**src/rtl/device_bus_ctrl.sv**
```systemverilog
// device_bus_ctrl: memory-mapped LED register, 7-segment scanner, free-running SYSTICK and optional timer.
// The timer (TH/TL/TCON and irq) is built only when the macro DEVICE_TIMER_EN is defined;
// otherwise those registers read 0, ignore writes and irq is tied low.
module device_bus_ctrl #(
   parameter int LED_WIDTH  = 8,
   parameter int NUM_DIGITS = 4,
   parameter int SCAN_DIV   = 50000
) (
   input  logic                  clk,
   input  logic                  reset,
   input  logic [31:0]           Address,
   input  logic [31:0]           Write_data,
   input  logic                  MemRead,
   input  logic                  MemWrite,
   output logic [31:0]           Read_data,
   output logic [LED_WIDTH-1:0]  leds,
   output logic [NUM_DIGITS-1:0] digit_an,
   output logic [6:0]            digit_seg,
   output logic                  irq
);
   localparam logic [31:0] ADDR_TH      = 32'h4000_0000;
   localparam logic [31:0] ADDR_TL      = 32'h4000_0004;
   localparam logic [31:0] ADDR_TCON    = 32'h4000_0008;
   localparam logic [31:0] ADDR_LED     = 32'h4000_000C;
   localparam logic [31:0] ADDR_DIGI    = 32'h4000_0010;
   localparam logic [31:0] ADDR_SYSTICK = 32'h4000_0014;
   localparam int DW = $clog2(SCAN_DIV);
   localparam int IW = NUM_DIGITS > 1 ? $clog2(NUM_DIGITS) : 1;

   logic [LED_WIDTH-1:0]    led_q;
   logic [4*NUM_DIGITS-1:0] digi_q;
   logic [4*NUM_DIGITS-1:0] digi_sh;
   logic [31:0]             systick_q;
   logic [DW-1:0]           div_q;
   logic [IW-1:0]           idx_q;
   logic [3:0]              nib;
   logic [31:0]             timer_rd;
   logic [31:0]             rd;
   logic                    we_led;
   logic                    we_digi;
   logic                    unused_wdata;

   assign we_led       = MemWrite && Address == ADDR_LED;
   assign we_digi      = MemWrite && Address == ADDR_DIGI;
   assign unused_wdata = ^Write_data;

`ifdef DEVICE_TIMER_EN
   logic [31:0] th_q;
   logic [31:0] tl_q;
   logic [2:0]  tcon_q;
   logic        we_th;
   logic        we_tl;
   logic        we_tcon;
   logic        ovf;

   assign we_th   = MemWrite && Address == ADDR_TH;
   assign we_tl   = MemWrite && Address == ADDR_TL;
   assign we_tcon = MemWrite && Address == ADDR_TCON;
   assign ovf     = tcon_q[0] && tl_q == 32'hFFFF_FFFF;

   // Timer: bus writes to TL or TCON win over counting, reload and status set in the same cycle
   always_ff @(posedge clk or negedge reset) begin
      if (!reset) begin
         th_q   <= '0;
         tl_q   <= '0;
         tcon_q <= '0;
      end else begin
         if (we_th) th_q <= Write_data;
         if (we_tl) tl_q <= Write_data;
         else if (tcon_q[0]) tl_q <= ovf ? th_q : tl_q + 32'd1;
         if (we_tcon) tcon_q <= Write_data[2:0];
         else if (ovf && tcon_q[1] && !we_tl) tcon_q[2] <= 1'b1;
      end
   end

   assign irq = tcon_q[1] & tcon_q[2];

   // Timer register read-back, zero when the address is not a timer register
   always_comb begin
      timer_rd = '0;
      if (Address == ADDR_TH) timer_rd = th_q;
      else if (Address == ADDR_TL) timer_rd = tl_q;
      else if (Address == ADDR_TCON) timer_rd = 32'(tcon_q);
   end
`else
   assign irq      = 1'b0;
   assign timer_rd = '0;
`endif

   // LED and DIGI registers, upper write-data bits dropped
   always_ff @(posedge clk or negedge reset) begin
      if (!reset) begin
         led_q  <= '0;
         digi_q <= '0;
      end else begin
         if (we_led) led_q <= Write_data[LED_WIDTH-1:0];
         if (we_digi) digi_q <= Write_data[4*NUM_DIGITS-1:0];
      end
   end

   // Free-running cycle counter, wraps naturally at 2^32
   always_ff @(posedge clk or negedge reset) begin
      if (!reset) systick_q <= '0;
      else systick_q <= systick_q + 32'd1;
   end

   // Scan divider and digit index; DIGI writes never touch these
   always_ff @(posedge clk or negedge reset) begin
      if (!reset) begin
         div_q <= '0;
         idx_q <= '0;
      end else if (div_q == DW'(SCAN_DIV - 1)) begin
         div_q <= '0;
         idx_q <= idx_q == IW'(NUM_DIGITS - 1) ? '0 : idx_q + IW'(1);
      end else begin
         div_q <= div_q + DW'(1);
      end
   end

   assign leds     = led_q;
   assign digit_an = ~(NUM_DIGITS'(1) << idx_q);
   assign digi_sh  = digi_q >> {idx_q, 2'b00};
   assign nib      = digi_sh[3:0];

   // Hex to active-low {g,f,e,d,c,b,a}
   always_comb begin
      case (nib)
         4'h0:    digit_seg = 7'b1000000;
         4'h1:    digit_seg = 7'b1111001;
         4'h2:    digit_seg = 7'b0100100;
         4'h3:    digit_seg = 7'b0110000;
         4'h4:    digit_seg = 7'b0011001;
         4'h5:    digit_seg = 7'b0010010;
         4'h6:    digit_seg = 7'b0000010;
         4'h7:    digit_seg = 7'b1111000;
         4'h8:    digit_seg = 7'b0000000;
         4'h9:    digit_seg = 7'b0010000;
         4'hA:    digit_seg = 7'b0001000;
         4'hB:    digit_seg = 7'b0000011;
         4'hC:    digit_seg = 7'b1000110;
         4'hD:    digit_seg = 7'b0100001;
         4'hE:    digit_seg = 7'b0000110;
         default: digit_seg = 7'b0001110;
      endcase
   end

   // Combinational load data, zero unless MemRead and a mapped address
   always_comb begin
      rd = timer_rd;
      if (Address == ADDR_LED) rd = 32'(led_q);
      else if (Address == ADDR_DIGI) rd = 32'(digi_q);
      else if (Address == ADDR_SYSTICK) rd = systick_q;
      Read_data = MemRead ? rd : '0;
   end
endmodule

```
**config.mk**
```make
export PLATFORM = sky130hd
export DESIGN_NAME = device_bus_ctrl
export DESIGN_NICKNAME = d
export VERILOG_FILES = /design/src/rtl/device_bus_ctrl.sv
export SDC_FILE = /design/constraint.sdc
export NUM_CORES = 1
export LEC_CHECK = 0
export CORE_ASPECT_RATIO = 1.2
export CORE_MARGIN = 3
export CORE_UTILIZATION = 31
export DETAILED_ROUTE_END_ITERATION = 6
export GPL_TIMING_DRIVEN = 0
export PLACE_DENSITY_LB_ADDON = 0.1
export SYNTH_ARGS = -nofsm -noshare
export SYNTH_HDL_FRONTEND = slang
export SYNTH_SLANG_ARGS = --single-unit
```
**constraint.sdc**
```tcl
create_clock -name clk -period 2.86 [get_ports clk]
set_input_delay 0.429 -clock clk [delete_from_list [all_inputs] [get_ports clk]]
set_output_delay 0.429 -clock clk [all_outputs]
set_load 0.03 [all_outputs]
```
After elaboration in Yosys (flattened, before gate mapping)
Memories as Yosys holds them, arrays and structs flattened.
Index checks and enable logic that the tools add are counted.

operators by class
  add/sub/neg operators = 3
  multipliers = 0
  div/mod/pow operators = 0
  $lt $le $gt $ge = 0
  equal/unequal tests = 5
  shift operators = 2
  mux-type cells = 6
  bitwise logic cells = 1
  reduce and logical (&&, ||, !) cells = 2

operators by type and width
  cell                   count
  $mux 32                4
  $eq 32x31->1 const B   3
  $add 32x1->32 const B  1
  $add 16x1->16 const B  1
  $eq 16x16->1 const B   1
  $mux 16                1
  $shr 16x4->4           1
  $not 4->4              1
  $shl 1x2->4 const A    1
  $add 2x1->2 const B    1
  $eq 2x2->1 const B     1
  $logic_and 1x1->1      2
  $mux 2                 1

word-level totals
  register bits = 74
  latch bits = 0
  bits in writable memories = 0
  ROM bits = 112
  output and inout port bits = 52
  memories kept = 1

memories
  name              depth  bits a word  rd ports  clocked after Yosys merged registers in  write ports  line  text
  (name not given)  16     7            1         0                                        0            127   case (nib)

Depth between registers and ports, before layout
Gate-level depths: netlist of the first run.

  word-level depth = 5
  mapped depth = 7
  gate-level depth less buffers = 6

Worst setup path before layout of the first run
Ideal clock, no wire load.

  kind = in2out
  from = input port Address[21]
  to = output port Read_data[17]
  arrival time = 2392 ps
  required time = 2431 ps
  slack = 39 ps
  stages on the path = 5
  path buffers = 2
  cell sequence = nor4b_2 nand4_2 clkbuf_1 clkbuf_1 nor4_1

on the way
  longest elaborated chain between the ends = 5

RTL lines
  what                line  text
  start: declaration  11    input logic [31:0] Address,
  $eq 32x31->1        152   else if (Address == ADDR_SYSTICK) rd = systick_q;
  $mux 32             152
  $mux 32             151   else if (Address == ADDR_DIGI) rd = 32'(digi_q);
  $mux 32 *           150   if (Address == ADDR_LED) rd = 32'(led_q);
  $mux 32 *           153   Read_data = MemRead ? rd : '0;
  end: declaration    15    output logic [31:0] Read_data,

Every way passes the cells marked *; elsewhere a longest branch is shown, timed or not.

Worst setup path in the final report of the first run
  from = register idx_q[0]
  to = output port digit_seg[3]

on the way
  longest elaborated chain between the ends = 2

RTL lines
  what                      line  text
  start: declaration        35    logic [IW-1:0] idx_q;
  start signal: assignment  114   idx_q <= idx_q == IW'(NUM_DIGITS - 1) ? '0 : idx_q + IW'(1);
  $shr 16x4->4              122   assign digi_sh = digi_q >> {idx_q, 2'b00};
  $mem_v2 16x7              -
  end: declaration          18    output logic [6:0] digit_seg,

Every way passes these cells.

==> results of run 1 <==
[cells by family after synthesis]
logic type | after synthesis | synth area share, %
xor gates and xnor gates | 44 | 8.94
muxes | 51 | 15.2
DFF | 74 | 42.9
and+or+nand+nor | 168 | 23.7
adders and majority gates | 12 | 3.48
other | 1 | 0.0870
AOI/OAI and AO/OA | 14 | 2.26
buffers and inverters | 33 | 3.34
[flip-flops by register name, indices dropped and copies added, names as in the netlist]
register   flops
systick_q     32
idx_q          2
div_q         16
digi_q        16
leds           8
[where the power goes]
group | switching [mW] | internal (mW) | total [mW]
Clock | 0.414 | 0.723 | 1.14
Sequential | 0.00000000313 | 1.05 | 1.05
Combinational | 0.0604 | 0.0774 | 0.138
Total | 0.475 | 1.85 | 2.32
[layout make-up]
type,instances,area (µm²),share of cell area [%]
inverter,17,66.3,1.11
sequential,74,1850,31.1
buffer,16,116,1.95
clock buffer,14,264,4.43
multi-input combinational,290,2390,40.2
timing repair buffer,113,1020,17.1
tap,168,210,3.53
clock inverter,2,35.0,0.588
[path summary, 6_finish.rpt]
path | from | end | slack, ns | cells past startpoint
hold / removal | reset | systick_q[22] | -0.004 | 1
setup reg to reg | div_q[0] | idx_q[0] | 0.76 | 5
setup / recovery | idx_q[0] | digit_seg[3] | 0.08 | 7
hold reg to reg | systick_q[31] | systick_q[31] | 0.47 | 1
max in group asynchronous | reset | idx_q[0] | 2.29 | 2
min in group clk | systick_q[31] | systick_q[31] | 0.47 | 1
[cells in the mapped netlist, types with 12 or more instances]
master   count
and2_1      15
and3_1      13
dfrtp_1     74
ha_1        12
inv_1       17
mux2_2      25
nand2_1     26
nand3_1     17
nor2_1      20
nor3_1      31
xnor2_1     20
xor2_1      24
[worst max-delay path: stages (launching register included)]
cell	delay, ns
dfrtp_1	0.35
buf_6	0.13
mux4_2	0.61
inv_4	0.12
ha_4	0.12
inv_1	0.04
mux4_2	0.47
buf_6	0.16
[repair_timing]
action                     CTS  global route
hold buffers                 0             0
setup buffers                5             6
gates resized for setup    160            66
pin swaps                    3             8
hold endpoints to repair     0             0
setup endpoints to repair   39            39
[cell usage in the layout (no fill, tap or decap), drive strengths merged, types with 2 or more instances in the layout]
| master | synthesis | routed |
|---|---|---|
| o21ai | 2 | 2 |
| and2 | 15 | 15 |
| nor4b | 3 | 3 |
| nand4 | 12 | 12 |
| dlymetal6s2s | 0 | 2 |
| mux2i | 10 | 10 |
| ha | 12 | 12 |
| xor2 | 24 | 24 |
| clkbuf | 8 | 26 |
| buf | 8 | 48 |
| dfrtp | 74 | 74 |
| nor2 | 20 | 20 |
| nor3 | 31 | 31 |
| o22ai | 2 | 2 |
| nand3 | 17 | 17 |
| mux4 | 5 | 5 |
| o21a | 8 | 8 |
| inv | 17 | 17 |
| and4 | 6 | 6 |
| nand2 | 26 | 26 |
| clkdlybuf4s50 | 0 | 59 |
| and3b | 2 | 2 |
| clkdlybuf4s15 | 0 | 8 |
| nor4 | 16 | 16 |
| and3 | 13 | 13 |
| mux2 | 36 | 36 |
| xnor2 | 20 | 20 |
| nand2b | 3 | 3 |
[per-layer routing]
metal | GRT usage (%) | routed length, µm
met1 | 19.5 | 4920
met2 | 27.1 | 6060
met3 | 2.50 | 320
met4 | 5.95 | 213
met5 | 0 | 0
==> metrics.md, run 1 <==
| Metric | Value |
|---|---|
| Number of DRC markers after the initial detailed-route iteration | 116 |
| Post-synth design cell area | 4310 µm² |
| Hold/Removal Path Class | input port to asynchronous set/reset pin |
| Dominant cells by area after synthesis | dfrtp_1, mux2_2, xor2_1, xnor2_1, nor3_1 |
| Worst hold-check slack | -0.00404 ns |
| Hpwl dp | 8.86 mm |
| Count of inserted antenna diode cells | 0 |
| Leak pwr | 2.75 nW |
| Worst path setup slack after routing | 0.0828 ns |
| Count of different cell masters after synthesis | 43 |
| Class of the most critical setup path | register to output pin |
| Core footprint | 13,400 µm² |
| FF+latch count, synth | 74 |
| Wire length of the first global-routing pass | 18.7 mm |
| Final wirelength | 11.5 mm |
| Peak supply drop | about 210 µV |
| Share of synthesized registers carrying an async set or reset | 100% |
| Fin area | 5960 µm² |
| Failing checks | hold timing |
| Setup TNS | 0 ns |
| Std cell rows | 46 |
| Max-cap violation count | 0 |
| Placed Instance Area | around 5600 µm² |
| Setup violations, final | 0 |
| DRC violation count after routing | 0 |
| Per-cell routed wire length | 16.6 µm |
| Critical Path Source Type | register |
| Via density | 4.82 |
| Required time worst endpoint | 2.43 ns |
| Average instance area after synthesis | 10.9 µm² |
| Layout fillers | 1,315 |
| Utilization of the core after routing | 44.4% |
| Final Power | 2.32 mW |
| Crit. End Element | output pin |
| Worst max-slew margin expressed relative to the limit | 57.4% |
| Biggest fanout along the worst timing path | 6 |
| Clock tree from TritonCTS | built |
| Detailed-router iteration count before antenna repair | 4 |
| Horizontal die dimension | 114 µm |
| Post-DRT Antenna Nets | 0 |
| Yosys warning count | 0 |
| # clock sinks | 74 |
| Area Overhead vs Synth | 38.2% |
| Area share of the largest cell type after synthesis | 42.9% |
| Number of antenna violations at the first check in global routing | 0 |
| Total number of vias | 3,348 |
| Clock transition time at the flip-flop clock pins of the worst setup and hold paths | 0.05 ns |
| Total routing usage reported by global routing | 15.7% |
| Prevailing post-synth register cell | dfrtp_1 |
| GRT Residual Overflow | 0 |
| Buffer cell driving the clock tree root | clkbuf_16 |
| Crit share post-route | between 90% and 100% |
| DP Cell Count | 667 |
| Number of pins with negative max-slew slack in the final report | 0 |
| Worst Tran Pin Value | 0.634 ns |
| Post-placement worst setup slack | -0.882 ns |
| Number of buffers added on ports | 101 |
| Crit path DAT | 2.35 ns |
| Library cell occupying the most area in the post-synthesis netlist | dfrtp_1 |
| Clock buffer count from CTS | 9 |
| Effective utilization at floorplan | 32.2% |
| Share of synthesized area occupied by flip-flops and latches | 42.9% |
| Final layout net count | 601 |
| CTS H-tree depth | 3 |
| Power density over cell area | 390 nW/µm² |
| Vertical extent of the die | ~140 µm |
| Shortest period the worst path allows | ~2.8 ns |
| Clk Latency, worst-skew pair | 0.33 ns |
| Buffer levels on the longest clock path | 2 |
| Number of global-route vias before repair | 3,499 |
| # IOs | 120 |
| Largest net degree at the start of global routing | 53 |
| Final hold violations | 1 |
| Peak Freq | between 300 and 400 MHz |
| Overall die area | 15,400 µm² |
| Result of the run | finished, violations left |
| Mapped Cells | 397 |
| Routability congestion estimate from global placement | 0.761 |
| Number of nets produced by synthesis | 477 |
| Number of enable-type register cells in the synthesized netlist | 0 |
| Final non-filler cell total | 694 |
| Clock Skews | 0.00487 ns |
| Proportion of layout cells with a drive suffix above 1 | 26.4% |
Power figures use the tool's default switching activity.
==> run 2, diff against run 1 <==
- PLACE_DENSITY: unset -> 0.57
- PLACE_DENSITY_LB_ADDON: 0.1 -> unset
==> run 2 against run 1 <==
Net effect:
- via count grew 0.96%
- the flow now finishes without violations
- largest cell class unchanged
- largest power group unchanged
- cell count shrank 0.29%
- power grew 8.4%
- critical path type unchanged
- maximum frequency shrank 0.18%
- global-route usage shrank 0.77 points
- critical endpoint is now digit_seg[4]
- worst hold slack gained 0.044 ns
- combinational power is essentially flat
==> metrics.md, run 2 (synthesized netlist as in run 1, its figures left out) <==
| Metric | Value |
|---|---|
| Clk Latency, worst-skew pair | 0.33 ns |
| Layout fillers | roughly 1,300 |
| # clock sinks | 74 |
| Clock Skews | roughly 0.0057 ns |
| Most common cell after layout, fill and taps aside | dfrtp_1 |
| Max-cap violation count | 0 |
| Power density over cell area | 420 nW/µm² |
| Buffer levels on the longest clock path | 2 |
| Required time worst endpoint | 2.43 ns |
| # IOs | 120 |
| Overall die area | approximately 15,000 µm² |
| Post-placement worst setup slack | -0.786 ns |
| Horizontal die dimension | 114 µm |
| Total number of vias | 3,380 |
| Setup violations, final | 0 |
| Core footprint | 13,400 µm² |
| Vertical extent of the die | 135 µm |
| Class of the most critical setup path | register to output pin |
| Proportion of layout cells with a drive suffix above 1 | 26.3% |
| Result of the run | finished clean |
| Critical Path Source Type | register |
| CTS H-tree depth | 3 |
| Worst max-slew margin expressed relative to the limit | 54.0% |
| Number of DRC markers after the initial detailed-route iteration | between 100 and 150 |
| Most frequent cells in the layout | dfrtp_1, clkdlybuf4s50_1, nand2_1 |
| Number of pins with negative max-slew slack in the final report | 0 |
| Number of buffers added on ports | 101 |
| Hpwl dp | 8.69 mm |
| Fin area | roughly 6000 µm² |
| FF+latch area | approximately 1900 µm² |
| Top flop regs | systick_q x32, digi_q x16, div_q x16 |
| Worst Tran Pin Value | 0.690 ns |
| Final layout net count | 599 |
| Area of the multi-input gates | 2410 µm² |
| Final Power | 2.52 mW |
| DRC violation count after routing | 0 |
| Wire length of the first global-routing pass | 18.1 mm |
| Crit share post-route | 97.3% |
| Area Overhead vs Synth | 39.1% |
| Total routing usage reported by global routing | 14.9% |
| Hold/Removal Path Class | input port to asynchronous set/reset pin |
| Buffer cell driving the clock tree root | clkbuf_16 |
| Crit path DAT | 2.35 ns |
| Std cell rows | 46 |
| Number of global-route vias before repair | 3,541 |
| Crit. End Element | output pin |
| Routability congestion estimate from global placement | 0.826 |
| Clock transition time at the flip-flop clock pins of the worst setup and hold paths | 0.06 ns |
| Shortest period the worst path allows | 2.78 ns |
| Final hold violations | 0 |
| Via density | between 4 and 5 |
| Number of flip-flops in the largest register | 32 |
| Detailed-router iteration count before antenna repair | 4 |
| Hold-fix buffers, CTS | 0 |
| Post-DRT Antenna Nets | 0 |
| Per-cell routed wire length | 16.2 µm |
| Leak pwr | 2.78 nW |
| Biggest fanout along the worst timing path | 5 |
| Peak Freq | 359 MHz |
| Register bank with the most flops | systick_q |
| Clock buffer count from CTS | 9 |
| Effective utilization at floorplan | between 30% and 40% |
| Worst path setup slack after routing | 0.0779 ns |
| Number of antenna violations at the first check in global routing | 0 |
| Final wirelength | between 10 and 15 mm |
| GRT Residual Overflow | 0 |
| Placed Instance Area | 5550 µm² |
| Largest net degree at the start of global routing | 42 |
| Peak supply drop | 274 µV |
| Count of inserted antenna diode cells | 0 |
| Clock tree from TritonCTS | built |
## run 2: changes by cell type in the layout (fill, tap and decap cells not counted), sizes merged
cell,previous run,this run
dlymetal6s2s,2,0
clkdlybuf4s50,59,61
buf,48,43
clkdlybuf4s15,8,6
dlygate4sd2,0,4
clkbuf,26,24
clkinv,1,2
bufinv,1,3
## run 2: layout make-up
class	count	area share [%]
clock buffers	11	4.21
plain buffers	15	1.86
clock inverters	5	1.67
inverters	17	1.06
flip-flops and latches	74	30.9
well taps	168	3.51
multi-input cells	290	40.2
repair buffers	112	16.6
## run 2: timing repair
action,4_1_cts,5_1_grt
pin swaps,3,6
setup endpoints to repair,39,37
gates resized for setup,157,55
buffers inserted,7,3
gates cloned,0,0
## run 2: worst max-delay path, stage by stage (launching register included)
cell             delay (ns)
dfrtp_1                0.38
buf_6                  0.15
mux4_2                 0.56
inv_2                  0.11
ha_1                   0.25
mux2i_1                0.12
o22ai_1                0.14
clkdlybuf4s15_2        0.32
## run 2: power by group
part           internal [mW]  leakage [nW]  switching, mW
sequential              1.05          1.01  0.00000000302
combinational         0.0780          1.60         0.0616
clock                  0.897         0.176          0.434
total                   2.02          2.78          0.495
## run 2: final timing paths
check / depth (start not counted) / slack [ns] / startpoint / to
min in group clk: 1 / 0.46 / systick_q[31] / systick_q[31]
hold / removal: 1 / 0.04 / reset / systick_q[23]
setup reg to reg: 4 / 0.82 / div_q[10] / idx_q[0]
max in group asynchronous: 2 / 2.25 / reset / div_q[12]
hold reg to reg: 1 / 0.46 / systick_q[31] / systick_q[31]
setup / recovery: 7 / 0.08 / idx_q[0] / digit_seg[4]
## run 2: layer usage
| layer | global-route usage, % | up-vias | share of wire [%] |
|---|---|---|---|
| met4 | 5.41 | 0 | 2.1 |
| met5 | 0 | - | 0 |
| met3 | 2.46 | 19 | 3.0 |
| met1 | 18.2 | 1652 | 42 |
| met2 | 26.2 | 63 | 53 |
| li1 | - | 1646 | - |
## run 2: per-stage QoR
stage               utilization (%)  std cells  hold slack (ns)  TNS (ns)
finish                         44.7        692           0.0404         0
global route                   44.7        692           0.0806   -0.0537
CTS                            44.5        690           0.0600         0
detailed placement             41.4        667            0.414    -23.50
global placement               41.3        666            0.450   -117.47
floorplan                         -        397            0.133         0
